## config.mk

```make
export PLATFORM = sky130hd
export DESIGN_NAME = sb_trans_gen_par
export DESIGN_NICKNAME = d
export VERILOG_FILES = /design/src/rtl/sb_trans_pkg.sv /design/src/rtl/sb_crc16.sv /design/src/rtl/sb_trans_gen_par.sv
export SDC_FILE = /design/constraint.sdc
export NUM_CORES = 1
export LEC_CHECK = 0
export BUFFER_PORTS_ARGS = -buffer_cell sky130_fd_sc_hd__buf_2
export CAP_MARGIN = 25
export CELL_PAD_IN_SITES_DETAIL_PLACEMENT = 1
export CELL_PAD_IN_SITES_GLOBAL_PLACEMENT = 1
export CORE_ASPECT_RATIO = 0.75
export CORE_MARGIN = 4
export CORE_UTILIZATION = 44
export DETAILED_ROUTE_END_ITERATION = 6
export PLACE_DENSITY = 0.77
export SLEW_MARGIN = 20
export SYNTH_ARGS = -nofsm -noshare
export SYNTH_HDL_FRONTEND = slang
export SYNTH_SLANG_ARGS = --single-unit
export TNS_END_PERCENT = 20
```

## constraint.sdc

```tcl
create_clock -name sb_clk -period 5.3 [get_ports sb_clk]
set_input_delay 0.53 -clock sb_clk [delete_from_list [all_inputs] [get_ports sb_clk]]
set_output_delay 0.53 -clock sb_clk [all_outputs]
set_load 0.03 [all_outputs]
```

## src/rtl/sb_trans_pkg.sv

```systemverilog
// sb_trans_pkg: request types, frame symbols, FSM states and trans_state codes
// shared by the sideband transaction generator and its CRC unit.
package sb_trans_pkg;
  typedef enum logic [2:0] {
    RT_LT_LSE    = 3'd1,
    RT_AT_RD_CMD = 3'd2,
    RT_AT_RD_RSP = 3'd3,
    RT_AT_WR_CMD = 3'd4,
    RT_AT_WR_RSP = 3'd5
  } req_type_e;
  typedef enum logic [3:0] {
    S_DISCONNECT, S_IDLE, S_DLE1, S_STX, S_LSE, S_CLSE, S_ADDR,
    S_LEN, S_DATA, S_CRC_H, S_CRC_L, S_STUFF, S_DLE2, S_ETX
  } state_e;
  localparam logic [7:0] DLE     = 8'hFE;
  localparam logic [7:0] STX_CMD = 8'h05;
  localparam logic [7:0] STX_RSP = 8'h04;
  localparam logic [7:0] ETX     = 8'h40;
  localparam logic [7:0] LSE     = 8'h80;
  localparam logic [7:0] CLSE    = 8'h7F;
  localparam logic [9:0] IDLE_SYM = 10'h3FF;
  localparam logic [9:0] DISC_SYM = 10'h000;
  localparam logic [1:0] TS_DISC = 2'd0;
  localparam logic [1:0] TS_IDLE = 2'd1;
  localparam logic [1:0] TS_TX   = 2'd2;
  function automatic logic [9:0] sym(input logic [7:0] b);
    return {1'b1, b, 1'b0};
  endfunction
  // CRC-16 poly 0x8005, MSB-first, one byte per call
  function automatic logic [15:0] crc16_byte(input logic [15:0] c, input logic [7:0] b);
    logic [15:0] r;
    r = c;
    for (int i = 7; i >= 0; i--) r = {r[14:0], 1'b0} ^ ((r[15] ^ b[i]) ? 16'h8005 : 16'h0000);
    return r;
  endfunction
endpackage

```

## src/rtl/sb_crc16.sv

```systemverilog
// sb_crc16: byte-wide CRC-16 accumulator; clear loads the 0xFFFF seed.
module sb_crc16
  import sb_trans_pkg::*;
(
  input  logic        sb_clk,
  input  logic        rst,
  input  logic        clr_i,
  input  logic        en_i,
  input  logic [7:0]  data_i,
  output logic [15:0] crc_o
);
  logic [15:0] crc_q;
  always_ff @(posedge sb_clk or negedge rst)
    if (!rst) crc_q <= '0;
    else if (clr_i) crc_q <= 16'hFFFF;
    else if (en_i) crc_q <= crc16_byte(crc_q, data_i);
  assign crc_o = crc_q;
endmodule

```

## src/rtl/sb_trans_gen_par.sv

```systemverilog
// sb_trans_gen_par: sideband frame generator; serialises LT/AT requests into
// held 10-bit symbols with DLE stuffing and CRC-16 protection.
module sb_trans_gen_par
  import sb_trans_pkg::*;
#(
  parameter int MAX_LEN    = 8,
  parameter int SYM_CYCLES = 10
) (
  input  logic                 sb_clk,
  input  logic                 rst,
  input  logic                 req_valid,
  output logic                 req_ready,
  input  logic [2:0]           req_type,
  input  logic [7:0]           req_addr,
  input  logic [6:0]           req_len,
  input  logic [8*MAX_LEN-1:0] req_data,
  input  logic                 disconnect_sbtx,
  input  logic                 tdisconnect_tx_min,
  output logic [9:0]           trans,
  output logic [1:0]           trans_state,
  output logic                 trans_sent,
  output logic                 req_err,
  output logic                 disconnected_s
);
  localparam int CW = $clog2(SYM_CYCLES);
  state_e state_q, state_d, ret_q, ret_d, seq;
  logic [CW-1:0] cnt_q, cnt_d;
  logic [6:0] idx_q, idx_d;
  logic [2:0] type_q;
  logic [7:0] addr_q;
  logic [6:0] len_q;
  logic [8*MAX_LEN-1:0] data_q;
  logic [9:0] trans_q, trans_d;
  logic [1:0] ts_q, ts_d;
  logic [15:0] crc;
  logic [7:0] byte_d, data_byte;
  logic in_frame, tc, type_ok, len_ok, accept, stuff, crc_en, has_data, wr;
  assign in_frame   = state_q != S_DISCONNECT && state_q != S_IDLE;
  assign tc         = cnt_q == CW'(SYM_CYCLES - 1);
  assign has_data   = type_q == RT_AT_RD_RSP || type_q == RT_AT_WR_CMD;
  assign wr         = type_q == RT_AT_WR_CMD || type_q == RT_AT_WR_RSP;
  assign type_ok    = req_type >= 3'd1 && req_type <= 3'd5;
  assign len_ok     = !(req_type == RT_AT_RD_RSP || req_type == RT_AT_WR_CMD) ||
                      (req_len != 7'd0 && req_len <= 7'(MAX_LEN));
  assign req_ready  = state_q == S_IDLE;
  assign accept     = req_ready && req_valid && type_ok && len_ok && !disconnect_sbtx;
  assign req_err    = req_ready && req_valid && !(type_ok && len_ok);
  assign disconnected_s = state_q == S_DISCONNECT;
  assign trans_sent = in_frame && tc && !disconnect_sbtx && (state_q == S_ETX || state_q == S_CLSE);
  // the byte being held on trans decides whether a stuff symbol follows it
  assign stuff      = trans_q[8:1] == DLE && (state_q inside {S_ADDR, S_LEN, S_DATA, S_CRC_H, S_CRC_L});
  assign crc_en     = in_frame && tc && (state_d inside {S_STX, S_ADDR, S_LEN, S_DATA});
  assign data_byte  = 8'(data_q >> {idx_d, 3'b000});
  assign trans       = trans_q;
  assign trans_state = ts_q;
  always_comb begin
    case (state_q)
      S_DLE1:  seq = type_q == RT_LT_LSE ? S_LSE : S_STX;
      S_LSE:   seq = S_CLSE;
      S_STX:   seq = S_ADDR;
      S_ADDR:  seq = S_LEN;
      S_LEN:   seq = has_data ? S_DATA : S_CRC_H;
      S_DATA:  seq = idx_q == len_q - 7'd1 ? S_CRC_H : S_DATA;
      S_CRC_H: seq = S_CRC_L;
      S_CRC_L: seq = S_DLE2;
      S_DLE2:  seq = S_ETX;
      S_STUFF: seq = ret_q;
      default: seq = S_IDLE;
    endcase
  end
  always_comb begin
    state_d = state_q;
    ret_d   = ret_q;
    idx_d   = idx_q;
    if (disconnect_sbtx) state_d = S_DISCONNECT;
    else if (state_q == S_DISCONNECT) state_d = tdisconnect_tx_min ? S_IDLE : S_DISCONNECT;
    else if (state_q == S_IDLE) begin
      if (accept) begin
        state_d = S_DLE1;
        idx_d   = '0;
      end
    end else if (tc) begin
      state_d = stuff ? S_STUFF : seq;
      ret_d   = seq;
      if (state_q == S_DATA) idx_d = idx_q + 7'd1;
    end
    cnt_d = in_frame && !tc && !disconnect_sbtx ? cnt_q + 1'b1 : '0;
  end
  always_comb begin
    case (state_d)
      S_STX:   byte_d = type_q == RT_AT_RD_CMD || type_q == RT_AT_WR_CMD ? STX_CMD : STX_RSP;
      S_LSE:   byte_d = LSE;
      S_CLSE:  byte_d = CLSE;
      S_ADDR:  byte_d = addr_q;
      S_LEN:   byte_d = {wr, len_q};
      S_DATA:  byte_d = data_byte;
      S_CRC_H: byte_d = crc[15:8];
      S_CRC_L: byte_d = crc[7:0];
      S_ETX:   byte_d = ETX;
      default: byte_d = DLE;
    endcase
    trans_d = state_d == S_DISCONNECT ? DISC_SYM : state_d == S_IDLE ? IDLE_SYM : sym(byte_d);
    ts_d    = state_d == S_DISCONNECT ? TS_DISC : state_d == S_IDLE ? TS_IDLE : TS_TX;
  end
  always_ff @(posedge sb_clk or negedge rst)
    if (!rst) begin
      state_q <= S_DISCONNECT;
      ret_q   <= S_IDLE;
      cnt_q   <= '0;
      idx_q   <= '0;
      trans_q <= DISC_SYM;
      ts_q    <= TS_DISC;
      type_q  <= '0;
      addr_q  <= '0;
      len_q   <= '0;
      data_q  <= '0;
    end else begin
      state_q <= state_d;
      ret_q   <= ret_d;
      cnt_q   <= cnt_d;
      idx_q   <= idx_d;
      trans_q <= trans_d;
      ts_q    <= ts_d;
      if (accept) begin
        type_q <= req_type;
        addr_q <= req_addr;
        len_q  <= req_len;
        data_q <= req_data;
      end
    end
  sb_crc16 u_crc (
    .sb_clk (sb_clk),
    .rst    (rst),
    .clr_i  (accept),
    .en_i   (crc_en),
    .data_i (byte_d),
    .crc_o  (crc)
  );
endmodule

```

# Yosys cells after proc, flatten, opt, wreduce, memory -nomap -nowiden
# Cells that the tools add are included.
totals:
  output_inout_bits: 16
  reg_bits: 129
classes:
  shift: 1
  n_mux: 34
  eq_ne: 34
  addsub: 3
  n_reduce_logical: 34
  n_bitwise: 19
  n_lt_le_gt_ge: 3
ops:
  columns: ["operator", "n"]
  rows:
  - ["16-bit 2-to-1 mux", 10]
  - ["16-bit bitwise XOR", 8]
  - ["8-bit case mux with 9 select lines", 1]
  - ["64-bit by 10-bit >> shifter with 8-bit output", 1]
  - ["4-bit == test, second input constant", 11]
  - ["7-bit 2-to-1 mux", 6]
  - ["4-bit case mux with 10 select lines", 1]
  - ["4-bit by 3-bit == test with 1-bit output, second input constant", 8]
  - ["4-bit 2-to-1 mux", 7]
  - ["1-bit logical AND", 16]
  - ["4-bit by 2-bit == test with 1-bit output, second input constant", 3]
  - ["10-bit 2-to-1 mux", 1]
  - ["3-bit by 2-bit == test with 1-bit output, second input constant", 3]
  - ["3-bit == test, second input constant", 3]
  - ["9-bit 2-to-1 mux", 1]
  - ["4-bit by 1-bit == test with 1-bit output, second input constant", 2]
  - ["8-bit == test, second input constant", 1]
  - ["4-bit zero test", 2]
  - ["4-bit nonzero test", 2]
  - ["1-bit bitwise XOR", 8]
  - ["7-bit by 1-bit adder with 7-bit output, second input constant", 1]
  - ["7-bit == test", 1]
  - ["7-bit by 4-bit less-or-equal comparator with 1-bit output, second input constant", 1]
  - ["7-bit nonzero test", 1]
  - ["other kinds (15)", 29]

# Depth between registers and ports, before layout
depth:
  depth_word: 38
  depth_mapped: 20
  depth_no_buf: 18

# By module
# A second synthesis with hierarchy kept.
unflattened:
  cells_unflattened: 965
  hier_area_um2: 7756.2
by_module_without_submodules:
  columns: ["mod", "n_inst", "area_per_inst_um2", "cells_per_inst"]
  rows:
  - ["sb_trans_gen_par", 1, 6889.1, 883]
  - ["sb_crc16", 1, 867.1, 82]

# Worst setup path before layout
# Ideal clock, no wire load.
synth_timing:
  path_kind: "register to register"
  from: "reg state_q[1]"
  to: "reg u_crc.crc_q[15] (netlist: u_crc.crc_o[15])"
  t_required_ns: 5.170
  path_stages_with_launch: 16
  t_arrival_ns: 4.794
  slack_ns: 0.375
  setup_ns: 0.130
  path_cell_list: "dfrtp_1 buf_2 nor4_1 or4_4 buf_4 clkbuf_1 mux2_2 mux4_2 o21ai_0 o31ai_1 a221o_1 xor2_1 nor3b_1 a2bb2oi_1 nor3b_1 nor4b_2"
synth_between:
  elab_cells_between_ends: 75
synth_lines:
  columns: ["element", "line", "source"]
  rows:
  - ["from (decl)", "sb_trans_gen_par.sv:26", "state_e state_q, state_d, ret_q, ret_d, seq;"]
  - ["from (signal assigned)", "sb_trans_gen_par.sv:118", "state_q <= state_d;"]
  - ["4-bit zero test (*)", null, null]
  - ["named net disconnected_s", "sb_trans_gen_par.sv:23", "output logic disconnected_s"]
  - ["7-bit 2-to-1 mux / 4-bit 2-to-1 mux (equally long branches)", "sb_trans_gen_par.sv:76", "else if (state_q == S_DISCONNECT) state_d = tdisconnect_tx_min ? S_IDLE : S_DISCONNECT;"]
  - ["7-bit 2-to-1 mux / 4-bit 2-to-1 mux (equally long branches)", "sb_trans_gen_par.sv:75", "if (disconnect_sbtx) state_d = S_DISCONNECT;"]
  - ["64-bit by 10-bit >> shifter with 8-bit output, or another cell as far along", "sb_trans_gen_par.sv:53", "assign data_byte = 8'(data_q >> {idx_d, 3'b000});"]
  - ["8-bit case mux with 9 select lines", "sb_trans_gen_par.sv:90", "case (state_d)"]
  - ["1-bit bitwise XOR", "sb_trans_pkg.sv:33", "for (int i = 7; i >= 0; i--) r = {r[14:0], 1'b0} ^ ((r[15] ^ b[i]) ? 16'h8005 : 16'h0000);"]
  - ["16-bit 2-to-1 mux", "sb_trans_pkg.sv:33", null]
  - ["(+16 left out)", null, null]
  - ["1-bit bitwise XOR", "sb_trans_pkg.sv:33", null]
  - ["16-bit 2-to-1 mux", "sb_trans_pkg.sv:33", null]
  - ["16-bit bitwise XOR", "sb_trans_pkg.sv:33", null]
  - ["1-bit bitwise XOR", "sb_trans_pkg.sv:33", null]
  - ["16-bit 2-to-1 mux", "sb_trans_pkg.sv:33", null]
  - ["16-bit bitwise XOR", "sb_trans_pkg.sv:33", null]
  - ["16-bit 2-to-1 mux", "sb_crc16.sv:16", "else if (en_i) crc_q <= crc16_byte(crc_q, data_i);"]
  - ["16-bit 2-to-1 mux", "sb_crc16.sv:15", "else if (clr_i) crc_q <= 16'hFFFF;"]
  - ["to (signal assigned)", "sb_crc16.sv:16", null]
  - ["to (decl)", "sb_crc16.sv:12", "logic [15:0] crc_q;"]
# The timed path passes the listed nets; every way through them passes the cells marked *. The select of a mux whose other input is x is not followed.
# A chain may end at the register's enable or synchronous reset.

# Worst setup path after layout
layout_timing:
  from: "reg state_q[2]"
  to: "reg u_crc.crc_q[15] (netlist: u_crc.crc_o[15])"
layout_between:
  elab_chain_cells: 37
  elab_cells_between_ends: 75
layout_lines:
  columns: ["element", "line", "source"]
  rows:
  - ["4-bit by 1-bit == test with 1-bit output", "sb_trans_gen_par.sv:45, sb_trans_gen_par.sv:77", null]
  - ["1-bit logical AND (4 in a row)", "sb_trans_gen_par.sv:46", "assign accept = req_ready && req_valid && type_ok && len_ok && !disconnect_sbtx;"]
  - ["7-bit 2-to-1 mux / 4-bit 2-to-1 mux (equally long branches)", "sb_trans_gen_par.sv:78", "if (accept) begin"]
  - ["7-bit 2-to-1 mux / 4-bit 2-to-1 mux (equally long branches)", "sb_trans_gen_par.sv:77", "else if (state_q == S_IDLE) begin"]
  - ["7-bit 2-to-1 mux / 4-bit 2-to-1 mux (equally long branches)", "sb_trans_gen_par.sv:76", null]
  - ["7-bit 2-to-1 mux / 4-bit 2-to-1 mux (equally long branches)", "sb_trans_gen_par.sv:75", null]
  - ["64-bit by 10-bit >> shifter with 8-bit output, or another cell as far along", "sb_trans_gen_par.sv:53", null]
  - ["8-bit case mux with 9 select lines", "sb_trans_gen_par.sv:90", null]
  - ["(+18 left out)", null, null]
  - ["1-bit bitwise XOR", "sb_trans_pkg.sv:33", null]
  - ["16-bit 2-to-1 mux", "sb_trans_pkg.sv:33", null]
  - ["16-bit bitwise XOR", "sb_trans_pkg.sv:33", null]
  - ["1-bit bitwise XOR", "sb_trans_pkg.sv:33", null]
  - ["16-bit 2-to-1 mux", "sb_trans_pkg.sv:33", null]
  - ["16-bit bitwise XOR", "sb_trans_pkg.sv:33", null]
  - ["16-bit 2-to-1 mux", "sb_crc16.sv:16", null]
  - ["16-bit 2-to-1 mux", "sb_crc16.sv:15", null]
# Parallel ways exist; a longest one is shown, timed or not. The select of a mux whose other input is x is not followed.

==> reports/qor_table.md <==
| Stage | Item | Value |
|---|---|---|
| sta | Final critical-path required period | 4915 ps |
| sta | Period utilisation layout | 0.9273 |
| logic synthesis | Unique cell type count in the Yosys netlist | 97 |
| sta | Final setup vio count | 0 |
| power and ir drop | Static Leakage | 4.369 nW |
| sta | Slew Limit Fails | 0 |
| power and ir drop | Pwr per Cell Area | 372.5 nW/µm² |
| power and ir drop | Cell internal power dissipation | 2.321 mW |
| power and ir drop | Peak ir drop on the vdd network | 170.0 µV |
| sta | Final setup TNS | 0 ps |
| logic synthesis | Top FF cell, synth | sky130_fd_sc_hd__dfrtp_1 |
| layout | Commonest cells after routing, fill and taps aside | sky130_fd_sc_hd__nand2_1 (288), sky130_fd_sc_hd__dfrtp_1 (126), sky130_fd_sc_hd__buf_2 (101) |
| clock network | TritonCTS sink count | 128 |
| place | Final RePlAce weighted congestion | 0.8825 |
| worst setup path | Critical Path Fanout Max | 18 |
| worst setup path | Critical setup path kind | flip-flop to flip-flop |
| floorplanning | Area of the die | 21360 µm² |
| power and ir drop | Post-layout power | 3.610 mW |
| clock network | Clock tree from TritonCTS | built |
| hold path | Worst Hold End | addr_q[5] |
| worst setup path | Reg-to-reg startpoint | state_q[2] |
| logic synthesis | Net count after synthesis | 1099 |
| sta | Setup repair after global routing missed its margin | no |
| floorplanning | Initial Utilization | 0.4505 |
| sta | Final-report hold violation count | 0 |
| floorplanning | Die width | 167.4 µm |
| logic synthesis | Share of synthesized cell area in and, or, nand and nor gates | 0.2618 |
| hold path | Class of the tightest hold or removal check | input pin to flip-flop |
| layout | Most frequent standard cell in the layout excluding fill and tap cells | sky130_fd_sc_hd__nand2_1 |
| detailed routing | Total DRC errors in the routed layout | 0 |
| clock network | Source-to-sink clock delay at the later pin of the worst-skew pair | 430 ps |
| detailed routing | Average wire per standard cell | 20.89 µm |
| hold path | Number of cells traversed by the worst hold path | 3 |
| power and ir drop | Power share of the clock group | 0.330 |
| logic synthesis | Area fraction in compound gates after synthesis | 0.2102 |
| sta | WHS | 279.9 ps |
| detailed routing | Iter 0 DRT Violations | 649 |
| global route | Global route total overflow | 0 |
| clock network | H-tree depth | 4 |
| logic synthesis | Yosys warns | 0 |
| logic synthesis | Combinational family with the most area after synthesis | simple AND/OR/NAND/NOR gates |
| run status | Status | finished clean |
| place | Number of port buffers | 102 |
| floorplanning | Chip height | 127.6 µm |
| layout | Count of antenna diodes in the layout | 0 |
| power and ir drop | Switch Pwr | 1.289 mW |
| global route | Number of global-route vias before repair | 8274 |
| worst setup path | FF-to-FF path depth | 16 |
| logic synthesis | Seq cells post-synth | 128 |
| clock network | Post CTS Setup Buffer Count | 0 |
| worst setup path | Arrival @ worst endpoint | 5230 ps |
| detailed routing | First-pass iteration count of the detailed router | 6 |
| layout | Total number of nets in the final design | 1178 |
| logic synthesis | Share of synthesized flip-flops with an asynchronous set or reset | 1.000 |
| hold path | Hold path startpoint | req_addr[5] |
| logic synthesis | Multiplexer share of the synthesized area | 0.04267 |
| clock network | Number of buffers added by the clock tree synthesis step | 17 |
| global route | First-pass GRT wire length | 45240 µm |
| logic synthesis | XOR/XNOR share of the synthesized area | 0.04162 |
| sta | Max frequency | 0.2035 GHz |
| power and ir drop | Sequential share of power | 0.408 |
| detailed routing | Drt via density | 6.095 |
| worst setup path | Critical path startpoint category | flip-flop |
| sta | Rel. slew slack | 0.3954 |
| floorplanning | I/O pin count | 103 |
| clock network | Number of buffers added to fix hold violations after cts | 1 |
| clock network | CTS-repair resized insts | 0 |
| worst setup path | Worst flop-to-flop path endpoint | u_crc.crc_o[15] |
| logic synthesis | Adder and majority gate portion of the synthesized area | 0.005967 |
| layout | Fraction of layout cells with a size suffix above 1 | 0.1955 |
| place | Detailed placement HPWL | 20010 µm |
| worst setup path | Worst endpoint required time | 5620 ps |
| power and ir drop | Switching share of power | 0.3570 |
| floorplanning | Core Footprint | 18620 µm² |
| floorplanning | Rows | 43 |
| worst setup path | Endpoint class of the critical path | flip-flop |
| sta | Fin Clk Skew | 9.684 ps |
| logic synthesis | Synthesized netlist cell count | 1008 |
| global route | Total routing resource utilization after global routing | 0.2643 |
| clock network | Clock Pin Slew Worst Setup and Hold Paths | 70 ps |
| detailed routing | Final wirelength | 28140 µm |
| layout | Synth-to-layout area growth | 15.56% |
| logic synthesis | Seq/Total Area, Yosys | 0.3821 |
| logic synthesis | Number of enable flip-flop cells after synthesis | 0 |
| detailed routing | Via count | 8210 |
| clock network | Root Driver | sky130_fd_sc_hd__clkbuf_16 |
| global route | Largest net degree at the start of global routing | 74 |
| logic synthesis | Cell area after synthesis | 8387 µm² |
| sta | Worst-Margin Slew | 907.0 ps |
| global route | Antenna violations before repair | 0 |
| power and ir drop | Combinational group share of total power | 0.262 |
| detailed routing | Remaining antenna violation count | 0 |
| run | Max Cap Viol | 0 |
| clock network | Number of buffers between clock root and the deepest sink | 2 |
| worst setup path | FF-to-FF setup slack | 390 ps |
| logic synthesis | Syn avg cell area | 8.320 µm² |
power groups by stage:
stage | combinational [mW] | clock (mW) | sequential [mW]
after detailed placement | 0.934 | 0 | 1.48
after global placement | 0.902 | 0 | 1.47
final | 0.945 | 1.19 | 1.47
after floorplan | 0.702 | 0 | 1.37
after CTS | 0.946 | 1.21 | 1.47
after global routing | 1.06 | 1.25 | 1.50
state kept, by name, indices dropped and copies added (netlist names):
name	cells
type_q	3
addr_q	8
state_q	4
idx_q	7
len_q	7
trans_state	2
cnt_q	4
u_crc.crc_o	16
ret_q	4
data_q	64
trans	9
synthesized netlist by cell type (all sizes together) (8+ instances only):
cell / number / share of area
a21oi: 31 / 0.019
and2: 11 / 0.0082
xor2: 12 / 0.016
clkbuf: 49 / 0.022
nor3: 19 / 0.012
xnor2: 20 / 0.023
o311ai: 9 / 0.0094
inv: 23 / 0.010
o21ai: 46 / 0.028
o22ai: 11 / 0.0082
a31oi: 10 / 0.0075
o221ai: 29 / 0.031
a211oi: 8 / 0.0072
nand4: 13 / 0.0097
and3: 8 / 0.0060
o211ai: 15 / 0.014
or3: 18 / 0.013
nor2: 49 / 0.022
buf: 28 / 0.023
nand3: 23 / 0.014
nand2: 289 / 0.13
mux2i: 21 / 0.027
dfrtp: 127 / 0.38
final cells by class:
class                   instances  area [µm²]
inverters                      23       86.33
well taps                     247       309.0
clock buffers                  17       425.4
clock inverters                15       162.7
multi-input cells             780        4725
fillers                      2300        8924
flip-flops and latches        128        3206
repair buffers                137       778.2
routing by layer:
layer | global-route usage | share of wire
met5 | 0 | 0
met4 | 0.06727 | 0.017
met3 | 0.04547 | 0.063
met2 | 0.4046 | 0.45
met1 | 0.3907 | 0.47
cell families after synthesis:
group	count (synthesis)
flops	128
mux	29
fa+ha+maj	4
compound gates	236
buf+inv	100
xor+xnor	33
simple gates	478
worst max-delay path by stage:
| stage | from | endpoint | slack, ps | cells after the start |
|---|---|---|---|---|
| after CTS | state_q[2] | u_crc.crc_o[15] | 490 | 16 |
| after floorplan | state_q[1] | u_crc.crc_o[15] | 380 | 15 |
| after detailed placement | req_len[1] | u_crc.crc_o[0] | 530 | 16 |
| final | state_q[2] | u_crc.crc_o[15] | 390 | 16 |
| after global routing | state_q[2] | u_crc.crc_o[15] | 60 | 16 |
| after global placement | req_len[1] | u_crc.crc_o[0] | 570 | 16 |
metrics by stage:
stage	cells	worst slack, ps	instance area [µm²]	util
floorplan	1008	375.5	8387	-
global placement	1314	565.8	9094	0.4885
detailed placement	1314	530.0	9094	0.4885
CTS	1347	491.5	9692	0.5206
global route	1347	62.06	9692	0.5206
finish	1347	385.2	9692	0.5206
worst max-delay path: stages, from the launching register on:
cell	delay, ps
sky130_fd_sc_hd__dfrtp_1	380
sky130_fd_sc_hd__buf_4	200
sky130_fd_sc_hd__nor4b_1	410
sky130_fd_sc_hd__o21ai_0	140
sky130_fd_sc_hd__o2111a_1	180
sky130_fd_sc_hd__o21ai_0	710
sky130_fd_sc_hd__and3_1	500
sky130_fd_sc_hd__nor3b_4	280
sky130_fd_sc_hd__buf_4	190
sky130_fd_sc_hd__inv_1	100
sky130_fd_sc_hd__o211ai_2	320
sky130_fd_sc_hd__mux2i_1	330
sky130_fd_sc_hd__mux2i_4	140
sky130_fd_sc_hd__xor3_1	420
sky130_fd_sc_hd__a2bb2oi_1	150
sky130_fd_sc_hd__nor3b_1	240
sky130_fd_sc_hd__nor4b_2	80
Power figures use the tool's default switching activity.
